`src/rtl/seq_count_timer.sv`:
```
// seq_count_timer: minutes:seconds up-counting stopwatch.
// Counts one second on every rising edge where tick and run are both high,
// clears synchronously on restart, and saturates at 59:59 instead of wrapping.
// mins/secs come straight from flops; no input reaches an output combinationally.
module seq_count_timer (
    input  logic       clk,
    input  logic       reset,     // asynchronous, active-low
    input  logic       restart,   // synchronous clear to 00:00
    input  logic       tick,      // one-second strobe
    input  logic       run,       // count enable
    output logic [5:0] mins,
    output logic [5:0] secs
);

    localparam logic [5:0] LAST_VAL = 6'd59;

    logic [5:0] mins_q, mins_d;
    logic [5:0] secs_q, secs_d;

    logic count_en;
    logic secs_last;
    logic at_max;

    assign count_en  = tick & run;
    assign secs_last = (secs_q == LAST_VAL);
    // 59:59 is the terminal state; a count step there must hold, not wrap.
    assign at_max    = secs_last && (mins_q == LAST_VAL);

    // Next-state: restart beats counting; counting carries seconds into minutes.
    always_comb begin
        mins_d = mins_q;
        secs_d = secs_q;
        if (restart) begin
            mins_d = '0;
            secs_d = '0;
        end else if (count_en && !at_max) begin
            if (secs_last) begin
                secs_d = '0;
                mins_d = mins_q + 6'd1;
            end else begin
                secs_d = secs_q + 6'd1;
            end
        end
    end

    // State register; reset clears without waiting for a clock edge.
    always_ff @(posedge clk or negedge reset) begin
        if (!reset) begin
            mins_q <= '0;
            secs_q <= '0;
        end else begin
            mins_q <= mins_d;
            secs_q <= secs_d;
        end
    end

    assign mins = mins_q;
    assign secs = secs_q;

endmodule

```
`config.mk`:
```
export PLATFORM = sky130hd
export DESIGN_NAME = seq_count_timer
export DESIGN_NICKNAME = d
export VERILOG_FILES = /design/src/rtl/seq_count_timer.sv
export SDC_FILE = /design/constraint.sdc
export NUM_CORES = 1
export LEC_CHECK = 0
export CAP_MARGIN = 10
export CORE_MARGIN = 3
export CORE_UTILIZATION = 40
export CTS_BUF_LIST = sky130_fd_sc_hd__clkbuf_8
export DETAILED_ROUTE_END_ITERATION = 12
export PLACE_DENSITY = 0.65
export SLEW_MARGIN = 30
export SYNTH_ARGS = -nofsm -noshare
export SYNTH_HDL_FRONTEND = slang
export SYNTH_SLANG_ARGS = --single-unit
```
`constraint.sdc`:
```
create_clock -name clk -period 4.5 [get_ports clk]
set_input_delay 0.9 -clock clk [delete_from_list [all_inputs] [get_ports clk]]
set_output_delay 0.9 -clock clk [all_outputs]
set_load 0.01 [all_outputs]
```
### Word level (Yosys, flattened, before mapping)

Cells that the tools add are included.
W data, S select, Z words.

| word-level totals | value |
|---|---|
| flip-flop bits (word level) | 12 |
| output and inout port bits | 12 |
| logic and storage cells | 19 |
| input port bits | 5 |

| cells by class | value |
|---|---|
| add/sub/neg operators | 2 |
| equality and inequality tests | 2 |
| bitwise gates (word level) | 1 |
| multiplexer cells | 6 |
| reduce and logical (&&, ||, !) cells | 6 |

Operator list:

| operator | count |
|---|---|
| $mux W6 | 6 |
| $add A6 B1 Y6 const B | 2 |
| $eq A6 B6 Y1 const B | 2 |
| $reduce_bool A2 Y1 | 2 |
| $logic_and A1 B1 Y1 | 2 |
| $reduce_and A2 Y1 | 1 |
| $and A1 B1 Y1 | 1 |
| $logic_not A1 Y1 | 1 |

### Depth between registers and ports, before layout

Gate-level depths: netlist of run 1.

| depth | value |
|---|---|
| depth after elaboration | 6 |
| depth in mapped cells | 5 |
| depth with buffers taken out | 5 |

### Worst setup path after synthesis of run 1

OpenSTA, ideal clock, no wires.

| path | value |
|---|---|
| kind | input port to flip-flop |
| from | input tick |
| to | register mins_q[4], in the netlist mins[4] |
| stages on the path | 3 |
| setup slack | 2.726 ns |
| setup time | 0.125 ns |
| data required time | 4.375 ns |
| buffers on the path | 0 |
| arrival time | 1.649 ns |
| cell sequence | nand4_1 nor4_1 mux2_2 |

| between the ends | value |
|---|---|
| word-level cells in the longest chain between the ends | 4 |

Ends and longest elaborated chain:

| element | RTL line | RTL |
|---|---|---|
| start, declared | 9 | `input logic tick,` |
| $and A1 B1 Y1 | 24 | `assign count_en = tick & run;` |
| $logic_and A1 B1 Y1 | 36 | `end else if (count_en && !at_max) begin` |
| $reduce_bool A2 Y1 (no line) | - |  |
| $reduce_and A2 Y1 (no line) | - |  |
| end signal, assigned | 52 | `mins_q <= mins_d;` |
| end, declared | 17 | `logic [5:0] mins_q, mins_d;` |

Every way passes these cells.
A chain may end at the register's enable or synchronous reset.

### Final worst setup path of run 1

Same ends and word-level chain as after synthesis.

==> run summary, run 1 <==
Sink Count: 12
Detail Placement HPWL: 1150 um
status: finished clean
clock-pin slew on the worst setup and hold paths: 0.05 ns
Final Cycle Share: 49.9%
part of the Yosys area used for sequential elements: 41.7%
Seq cells post-synth: 12
Core ar.: 1590 sq um
Avg WL per Cell: 13.4 um
Post-Synthesis Cells: 77
Net Count, Synth: 84
Mapped Area: 719 sq um
total CTS buffers: 3
MaxCap Viol Count: 0
CTS tree: yes
depth of the CTS H-tree: 1
# rows: 14
DR vias: 668
share of cells above drive strength 1: 10.4%
Initial Utilization: 45.1%
area occupied by multi-input gates: 412 sq um
leak pwr: 0.380 nW
Crit Path Category: input port to flop
Max-Slew Margin vs Limit: 62.8%
reg2reg setup slack: 2.76 ns
DRC errors left: 0
final wirelength: 1600 um
commonest cells after routing, fill and taps aside: clkdlybuf4s50_1 (16), dfrtp_1 (12), nor2_1 (8)
post-DR vias/cell: 5.57
DIE AREA: 2340 sq um
Area Growth Syn to Fin: 33.6%
Register Area: 300 sq um
largest net degree at the start of global routing: 17
GPL Wtd Cong: 0.808
TNS Setup: 0 ns
Setup WS pre-CTS: 2.08 ns
worst skew pair latency: 0.24 ns
Root Driver: clkbuf_8
fin crit period: 2.24 ns
cts-stage hold buffer count: 0
vias in the first global route: 611
GRT Overall Usage: 16.0%
Unique masters post-synth: 30
Die Width: 48.4 um
Worst Path Arrival: 2.37 ns
Avg Cell Area, Syn: 9.34 sq um
Final Net Count: 104
RSZ-0062 raised after global routing: false
final hold viol count: 0
Tightest Pin Transition: 0.556 ns
io pins: 17
antenna-violating nets left: 0
Fmax: 446 MHz
drt pass-1 iters: 4
Crit path required time: 4.62 ns
skew final: 0.00216 ns
cell area power density: 252 nW/um^2
Final Slew Violations: 0
worst vdd ir: 209 uV
Worst setup SP type: input port
die height: 48.4 um
grt total ovfl: 0
maximum clock path buffer count: 2
first-pass GRT wire length: 2880 um
Worst setup EP type: flop
worst min path class: flop to flop
drt first-iter violations: 22
Synth Warn #: 0
Port Buf Inserts: 16
antenna violations before repair: 0
most common cell after layout, fill and taps aside: clkdlybuf4s50_1
ANT cells: 0
worst-path fanout max: 4
Post-CTS Resized: 0
fillers: 138
# Post-CTS Setup Buffers: 0
final setup fails: 0
Final WS setup: 2.26 ns
## cells in the mapped netlist
master / number / share of area, %
dfrtp_1: 12 / 42
nor2_1: 8 / 4.2
nand2_1: 7 / 3.7
nand3_1: 6 / 4.2
o21ai_0: 6 / 4.2
a21oi_1: 5 / 3.5
nand2b_1: 3 / 2.6
and2_1: 2 / 1.7
ha_1: 2 / 3.5
mux2i_1: 2 / 2.8
nand4_1: 2 / 1.7
nor3_1: 2 / 1.4
or3_1: 2 / 1.7
xnor2_1: 2 / 2.4
a211o_1: 1 / 1.2
a311oi_2: 1 / 2.1
and3b_1: 1 / 1.2
and4_1: 1 / 1.2
clkbuf_1: 1 / 0.52
inv_1: 1 / 0.52
mux2_2: 1 / 1.6
nand3b_1: 1 / 1.0
nand3b_2: 1 / 1.6
nor2_2: 1 / 0.87
nor2b_1: 1 / 0.87
nor4_1: 1 / 0.87
nor4_2: 1 / 1.7
nor4_4: 1 / 3.0
o211a_1: 1 / 1.4
or4_1: 1 / 1.0
## sequential cells by signal, summed over array words and instances, names as in the netlist
register / cells
secs: 6
mins: 6
## routing by layer
| metal | share of wire [%] | vias up | track usage (%) |
|---|---|---|---|
| li1 | - | 319 | - |
| met1 | 42 | 321 | 21.0 |
| met2 | 49 | 26 | 23.6 |
| met3 | 7.8 | 2 | 6.75 |
| met4 | 1.2 | 0 | 5.69 |
| met5 | 0 | - | 0 |
## per-stage QoR
step	util [%]	cells	hold WS (ns)	power, W	area [sq um]
floorplan	-	77	0.591	0.000117	719
global placement	56.8	116	0.564	0.000127	906
detailed placement	56.8	116	0.578	0.000127	906
CTS	60.3	120	0.586	0.000246	961
global route	60.3	120	0.609	0.000256	961
finish	60.3	120	0.582	0.000243	961
## final timing paths
path / start / end / cells after the start
max: tick / mins[4] / 4
max reg2reg: secs[0] / mins[4] / 4
min: mins[5] / mins[5] / 2
min in group asynchronous: reset / mins[2] / 1
min reg2reg: mins[5] / mins[5] / 2
max in group asynchronous: reset / mins[1] / 1
## report_power, final
group / switching (W) / internal [W]
Sequential: 0.00000114 / 0.000109
Clock: 0.0000401 / 0.0000773
Combinational: 0.00000829 / 0.00000679
## area by class of cell
cell class,count,share of cell area (%)
flip-flops and latches,12,31.2
multi-input cells,63,42.8
clock buffers,4,5.73
well taps,24,3.12
repair buffers,16,16.7
inverters,1,0.391
## worst max-delay path: stages
cell,delay (ns)
clkdlybuf4s50_1,0.51
nand4_1,0.18
nor4_1,0.39
mux2_2,0.38
## kinds of logic after synthesis
group	synth area share (%)
simple gates	34.6
flops	41.7
buf+inv	1.04
compound gates	12.3
mux	4.35
fa+ha+maj	3.48
xor+xnor	2.44
Note: power is estimated with default switching activity, not from simulation.
==> inputs of run 2 (changes only) <==
clock period = 2.3 ns   (was 4.5 ns; I/O delays follow)
==> run 2 against run 1 <==
Against the previous run:
- clock power up 97%
- global-route usage up 0.26 points
- routed wire length up 2.0%
- power up 96%
- critical endpoint is now secs[3]
- highest routed layer unchanged
- clock-buffer cell count unchanged
- sequential cell count unchanged
- combinational power up 100%
- critical path depth down 3
- hold slack worse by 0.019 ns
==> run summary, run 2 (synthesized netlist as in run 1, its figures left out) <==
leak pwr: 0.385 nW
Detail Placement HPWL: 1240 um
vias in the first global route: 653
share of cells above drive strength 1: 11.3%
cts-stage hold buffer count: 0
grt total ovfl: 0
Port Buf Inserts: 16
worst skew pair latency: 0.24 ns
worst vdd ir: 387 uV
Setup crit start: secs[3]
Root Driver: clkbuf_8
total CTS buffers: 3
max incr delay on CP: 0.59 ns
worst-path fanout max: 9
cell area power density: 492 nW/um^2
DR vias: 653
Comb pwr share: 6.5%
Sink Count: 12
antenna-violating nets left: 0
Initial Utilization: 45.1%
Setup WS pre-CTS: 0.354 ns
DRC errors left: 0
switch share: 20.4%
MaxCap Viol Count: 0
antenna violations before repair: 0
Crit path required time: 1.84 ns
skew final: 0.00244 ns
Area Growth Syn to Fin: 34.6%
Final Slew Violations: 0
commonest cells after routing, fill and taps aside: clkdlybuf4s50_1 (16), dfrtp_1 (12), nor2_1 (8)
Seq pwr share: 45.3%
GPL Wtd Cong: 0.812
clock-pin slew on the worst setup and hold paths: 0.05 ns
drt first-iter violations: 18
drt pass-1 iters: 4
die height: 48.4 um
status: finished clean
DIE AREA: 2340 sq um
Core ar.: 1590 sq um
most common cell after layout, fill and taps aside: clkdlybuf4s50_1
post-DR vias/cell: 5.40
final wirelength: 1630 um
# rows: 14
Final WS setup: 0.538 ns
final setup fails: 0
depth of the CTS H-tree: 1
GRT Overall Usage: 16.3%
RR Startpoint: secs[0]
Tightest Pin Transition: 0.528 ns
io pins: 17
Int Pwr: 0.000379 W
Worst setup EP type: primary output
CTS tree: yes
RSZ-0062 raised after global routing: false
Die Width: 48.4 um
crit path buf inv count: 1
largest net degree at the start of global routing: 16
Final Net Count: 105
Final Cycle Share: 76.6%
TNS Setup: 0 ns
Worst setup SP type: flop
Worst Path Arrival: 1.30 ns
final hold viol count: 0
maximum clock path buffer count: 2
clock share of power: 48.2%
first-pass GRT wire length: 3010 um
Avg WL per Cell: 13.5 um
fin crit period: 1.76 ns
Cell Chain, Critical Path: clkdlybuf4s50_1
CP Depth: 1
Max-Slew Margin vs Limit: 64.7%
worst min path class: input port to async pin
# Post-CTS Setup Buffers: 0
fillers: 138
Post-CTS Resized: 0
crit-path leading delay family: buffers and inverters
ANT cells: 0
R2R cell count: 4
Crit Path Category: flop to primary output
Fmax: 567 MHz
CP max-delay cell: clkdlybuf4s50_1
Psw: 0.0000971 W
## run 2: cell types whose count changed in the layout (fill, tap and decap cells not counted)
| cell | delta |
|---|---|
| buf_4 | +1 |
## run 2: path summary, 6_finish.rpt
check | endpoint | slack [ns]
setup / recovery | secs[3] | 0.54
hold reg to reg | secs[5] | 0.58
max in group asynchronous | secs[1] | 1.38
setup reg to reg | mins[4] | 0.67
hold / removal | mins[5] | 0.56
min in group clk | secs[5] | 0.58
## run 2: layer usage
metal  track usage (%)  part of all wire [%]  vias up
met4              7.11                   2.2        0
met3              5.83                   5.9        5
met5                 0                     0        -
met2              25.0                    48       15
li1                  -                     -      321
met1              20.6                    44      312
## run 2: cell type report
class | instances | area (sq um) | share of cell area, %
multi-input combinational | 63 | 412 | 42.5
sequential | 12 | 300 | 31.0
timing repair buffer | 17 | 168 | 17.3
clock buffer | 4 | 55.1 | 5.68
tap | 24 | 30.0 | 3.10
inverter | 1 | 3.75 | 0.388
## run 2: per-stage QoR
step                hold slack, ns  instances  power [W]  utilization, %  instance area [sq um]
floorplan                    0.164         77   0.000230               -                    719
global placement             0.568        117   0.000250            57.3                    913
detailed placement           0.573        117   0.000251            57.3                    913
CTS                          0.581        121   0.000484            60.8                    968
global route                 0.605        121   0.000498            60.8                    968
finish                       0.563        121   0.000476            60.8                    968
## run 2: power by group through the flow
stage | logic, W | registers [W] | clock network [W]
5_1_grt | 0.0000350 | 0.000216 | 0.000247
3_3_place_gp | 0.0000312 | 0.000219 | 0
3_5_place_dp | 0.0000314 | 0.000219 | 0
4_1_cts | 0.0000315 | 0.000216 | 0.000237
2_1_floorplan | 0.00000985 | 0.000220 | 0
6_report | 0.0000307 | 0.000216 | 0.000230
## run 2: worst reg2reg max path, stage by stage (launching register included)
cell and delay (ns):
dfrtp_1 0.41, ha_1 0.26, nand3b_2 0.18, nor4_1 0.31, mux2_2 0.37
==> inputs of run 3 (changes only) <==
clock period = 1.7 ns   (was 2.3 ns; I/O delays follow)
==> run 3 against run 2 <==
Against the previous run:
- via count is 2.3% higher
- cell count is 5.8% higher
- sequential cell count stayed put
- sequential share of layout area is 1.3 points lower
- largest power group is now sequential cells
- hold slack worse by 0.093 ns
- global-route usage is 0.15 points higher
- critical path depth stayed put
- clock-buffer cell count is 1 lower
- largest cell class unchanged
- routed wire length is 0.43% higher
==> run summary, run 3 (synthesized netlist as in run 1, its figures left out) <==
Worst Path Arrival: 1.27 ns
Crit path required time: 1.36 ns
Crit Path Category: flop to primary output
Core ar.: 1590 sq um
DRC errors left: 0
Final Cycle Share: 94.6%
Worst setup EP type: primary output
ANT cells: 0
clock-pin slew on the worst setup and hold paths: 0.05 ns
Avg WL per Cell: 12.8 um
crit path buf inv count: 1
io pins: 17
design area: 1020 sq um
end-of-flow core utilization: 63.7%
TNS Setup: 0 ns
Root Driver: clkbuf_8
antenna-violating nets left: 0
worst min path class: input port to async pin
final hold slack: 0.470 ns
antenna violations before repair: 0
grt total ovfl: 0
Die Width: 48.4 um
Register Area: 302 sq um
largest net degree at the start of global routing: 13
most common cell after layout, fill and taps aside: clkdlybuf4s50_1
drt first-iter violations: 8
DR vias: 668
fin crit period: 1.61 ns
# rows: 14
worst vdd ir: 422 uV
MaxCap Viol Count: 0
GPL Wtd Cong: 0.804
area occupied by multi-input gates: 412 sq um
drt pass-1 iters: 4
Cell Area, Placed: 973 sq um
crit-path leading delay family: buffers and inverters
status: finished clean
Worst setup SP type: flop
vias in the first global route: 676
final setup fails: 0
total CTS buffers: 3
Cell Chain, Critical Path: clkdlybuf4s50_1
depth of the CTS H-tree: 1
metal1 wirelength: 787 um
Initial Utilization: 45.1%
Area Growth Syn to Fin: 41.2%
Sink Count: 12
Port Buf Inserts: 16
Fmax: 622 MHz
max incr delay on CP: 0.58 ns
Detail Placement HPWL: 1270 um
DIE AREA: 2340 sq um
leak pwr: 0.415 nW
die height: 48.4 um
Final Net Count: 113
share of cells above drive strength 1: 18.3%
metal2 WL: 729 um
worst-path fanout max: 8
final wirelength: 1640 um
Final Slew Violations: 0
cell area power density: 591 nW/um^2
commonest cells after routing, fill and taps aside: clkdlybuf4s50_1 (16), dfrtp_1 (11), buf_4 (9)
final hold viol count: 0
first-pass GRT wire length: 2930 um
skew final: 0.00231 ns
Max-Slew Margin vs Limit: 61.6%
DR top layer: met4
post-DR vias/cell: 5.22
CTS tree: yes
RSZ-0062 raised after global routing: false
worst skew pair latency: 0.24 ns
fillers: 144
Tightest Pin Transition: 0.575 ns
maximum clock path buffer count: 2
DR WL met3: 60 um
CP max-delay cell: clkdlybuf4s50_1
GRT Overall Usage: 16.4%
[run 3: changes by cell type in the layout (fill, tap and decap cells not counted), sizes merged]
cell,change
buf,+8
clkbuf,-1
[run 3: final timing paths]
| path | start | endpoint | slack [ns] | cells past startpoint |
|---|---|---|---|---|
| hold reg to reg | mins[5] | mins[5] | 0.58 | 2 |
| setup / recovery | secs[4] | secs[4] | 0.09 | 1 |
| max in group asynchronous | reset | secs[3] | 0.82 | 1 |
| min in group clk | mins[5] | mins[5] | 0.58 | 2 |
| setup reg to reg | secs[0] | secs[5] | 0.15 | 5 |
| hold / removal | reset | mins[2] | 0.47 | 1 |
[run 3: per-layer routing]
metal,global-route usage (%),vias to the layer above
met1,19.7,312
met3,5.21,6
li1,-,339
met5,0,-
met2,24.5,11
met4,12.3,0
[run 3: area by class of cell]
type,instances,area share (%)
clock buffer,3,4.06
inverter,1,0.369
sequential,12,29.7
timing repair buffer,25,22.4
tap,24,2.96
multi-input combinational,63,40.5
[run 3: report_power, final]
part	leakage [nW]	internal [W]	switching, W
combinational	0.228	0.0000283	0.0000260
sequential	0.165	0.000289	0.00000144
clock	0.0216	0.000156	0.0000998
[run 3: per-stage QoR]
| stage | worst slack (ns) | power (W) | instances |
|---|---|---|---|
| floorplan | 0.133 | 0.000311 | 77 |
| global placement | -0.0427 | 0.000349 | 125 |
| detailed placement | -0.0699 | 0.000349 | 125 |
| CTS | 0.0535 | 0.000612 | 128 |
| global route | 0.0224 | 0.000630 | 128 |
| finish | 0.0916 | 0.000600 | 128 |
[run 3: repair_timing]
action,in CTS,in global routing
resized for setup,0,1
hold buffers,0,0
endpoints found under the setup margin,0,1
buffers inserted,0,0
hold endpoints to repair,0,0
==> patch (config.mk and constraints of run 3) <==
Register the inputs `restart`, `tick` and `run` before use. The logic sees them one clock later.
--- a/src/rtl/seq_count_timer.sv
+++ b/src/rtl/seq_count_timer.sv
@@ -14,6 +14,16 @@
 
     localparam logic [5:0] LAST_VAL = 6'd59;
 
+    logic restart_q;
+    logic tick_q;
+    logic run_q;
+
+    always_ff @(posedge clk) begin
+        restart_q <= restart;
+        tick_q    <= tick;
+        run_q     <= run;
+    end
+
     logic [5:0] mins_q, mins_d;
     logic [5:0] secs_q, secs_d;
 
@@ -21,7 +31,7 @@
     logic secs_last;
     logic at_max;
 
-    assign count_en  = tick & run;
+    assign count_en  = tick_q & run_q;
     assign secs_last = (secs_q == LAST_VAL);
     // 59:59 is the terminal state; a count step there must hold, not wrap.
     assign at_max    = secs_last && (mins_q == LAST_VAL);
@@ -30,7 +40,7 @@
     always_comb begin
         mins_d = mins_q;
         secs_d = secs_q;
-        if (restart) begin
+        if (restart_q) begin
             mins_d = '0;
             secs_d = '0;
         end else if (count_en && !at_max) begin
Behaviour: not the same (Yosys sat finds a counterexample within 4 cycles, from zero or initial values and one cycle with reset low).
==> patch against run 3 <==
  * Worst setup slack worse by 21 ps
  * Synthesized area up 8.3%
  * Sequential cell count up 3
  * Routed wire length down 3.0%
  * Sequential share of layout area up 5.6 points
  * Design area up 0.99%
  * Count of clock-buffer cells in the layout unchanged
  * Sequential power up 29%
  * Power up 15%
  * Clock power up 12%
  * Clock skew down 1.3 ps
  * Non-clock buffer count down 9
==> patch: results (changes against run 3) <==
stage,metric,value,unit,change
status,outcome,"finished, final reports clean",,
global_route,vias in the first global route,593,,-12%
synth,Synth async-reset ratio,80.00,%,-20 points
global_route,largest net degree at the start of global routing,17,,+4
worst_hold_path,Worst Hold Class,in2async,,
global_route,initial antenna violation count,0,,unchanged
critical_path,Register-to-Register Path Depth,4,,-1
sta,WHS,455.3,ps,-14.90 ps
clocking,Worst-path clk slew,60,ps,
synth,Synth area leaders,"dfrtp_1, dfxtp_1, nand3_1",,
layout,nets,107,,-5.3%
clocking,Clock Root Buffer,clkbuf_8,,
placed_design,Placer Congestion,0.8276,,+2.9%
global_route,first-pass GRT wire length,2642,µm,-9.9%
critical_path,worst reg2reg path startpoint,secs[0]$_DFFE_PN0P_,,
power_and_ir_drop,Leak Pwr,0.3942,nW,-5.0%
power_and_ir_drop,maximum vdd drop,0.0005334,V,+26%
clocking,TritonCTS Buffers,3,,unchanged
clocking,Clock Latency Late Sink,240,ps,about the same
sta,clock skew,1.034,ps,-1.275 ps
critical_path,flop-to-flop setup slack,90,ps,-60 ps
synth,"Top FF cell, synth",dfrtp_1,,
layout,layout cells sized above 1,14.14,%,-4.1 points
critical_path,CP max stage delay,580,ps,about the same
critical_path,highest-delay cell along the critical path,clkdlybuf4s50_1,,
placed_design,placed wire-length estimate,1133,µm,-11%
clocking,H-tree Lvls,1,,unchanged
placed_design,PortBufs,16,,unchanged
synth,Post-synth top cells,"dfrtp_1, nor2_1, nand2_1",,
clocking,Max Buffers Root-to-Sink,2,,unchanged
synth,warnings from Yosys,0,,unchanged
layout,antenna cell count,0,,unchanged
clocking,post-CTS setup buffers,0,,unchanged
global_route,GRT Overall Usage,13.53,%,-2.9 points
synth,Yosys cell types,31,,+3.3%
critical_path,worst-path fanout max,9,,+1
critical_path,R2R Path End,mins[4]$_DFFE_PN0P_,,
detailed_routing,wire length per cell,12.84,µm,+0.14%
sta,Slew HR,62.87,%,+1.3 points
synth,Syn Nets,87,,+3.6%
detailed_routing,Via-to-Cell Ratio,5.242,,+0.44%
clocking,post-cts resize count,0,,unchanged
detailed_routing,Initial DRC Count,4,,-4
critical_path,"delay-heaviest family, CP",buffers and inverters,,
layout,fillers,148,,+2.8%
detailed_routing,drt first pass iters,4,,unchanged
critical_path,Critical Path AT,1290,ps,+20 ps
synth,sequential cell area fraction in the yosys report,46.23,%,+4.5 points
floorplan,die area,2515,µm²,+7.3%
==> patch: changes by cell type after synthesis, sizes merged <==
cell / change
dfxtp: +3
==> patch: how the worst max path moves through the flow <==
stage	start	endpoint	slack, ps
2_1_floorplan	secs[0]$_DFFE_PN0P_	mins[4]$_DFFE_PN0P_	130
3_3_place_gp	secs[0]$_DFFE_PN0P_	secs[5]$_DFFE_PN0P_	140
3_5_place_dp	secs[0]$_DFFE_PN0P_	mins[4]$_DFFE_PN0P_	80
4_1_cts	secs[0]$_DFFE_PN0P_	mins[4]$_DFFE_PN0P_	60
5_1_grt	secs[0]$_DFFE_PN0P_	mins[4]$_DFFE_PN0P_	2
6_report	secs[3]$_DFFE_PN0P_	secs[3]	70
==> patch: final cells by class <==
| cell class | count | share of cell area, % |
|---|---|---|
| clock buffer | 3 | 4.024 |
| inverter | 1 | 0.3659 |
| clock inverter | 1 | 0.4878 |
| tap | 25 | 3.049 |
| sequential | 15 | 35.24 |
| timing repair buffer | 16 | 15.61 |
| multi-input combinational | 63 | 41.22 |
==> patch: cell families (layout without fill, tap and decap cells) <==
kind of cell | Yosys count | in the layout | share of synthesized area [%]
AO/OA/AOI/OAI | 14 | 14 | 11.40
XOR/XNOR | 2 | 2 | 2.248
adder cells (fa/ha/maj) | 2 | 2 | 3.210
buffers and inverters | 2 | 21 | 0.9622
flip-flops | 15 | 15 | 46.23
multiplexers | 3 | 3 | 4.013
AND/OR/NAND/NOR | 42 | 42 | 31.94
==> patch: per-stage QoR <==
step | setup slack (ps) | area [µm²] | utilization (%) | power, mW | cells
3_5_place_dp | 76.66 | 967.2 | 54.25 | 0.4130 | 120
4_1_cts | 59.95 | 1013 | 56.84 | 0.7050 | 124
6_report | 70.63 | 1026 | 57.54 | 0.6922 | 124
3_3_place_gp | 138.1 | 967.2 | 54.25 | 0.4130 | 120
2_1_floorplan | 132.6 | 779.5 | - | 0.3893 | 80
5_1_grt | 1.559 | 1026 | 57.54 | 0.7414 | 124
==> patch: layer usage <==
layer	vias to the layer above	routed length, µm	track usage, %
li1	332	-	-
met1	305	814	19.70
met2	11	712	20.00
met3	2	54	2.671
met4	0	11	4.147
met5	-	0	0
==> patch: where the power goes <==
| part | leakage, nW | switching [mW] | internal (mW) |
|---|---|---|---|
| Sequential | 0.191 | 0.0113 | 0.362 |
| Clock | 0.0255 | 0.124 | 0.162 |
| Combinational | 0.178 | 0.0148 | 0.0181 |
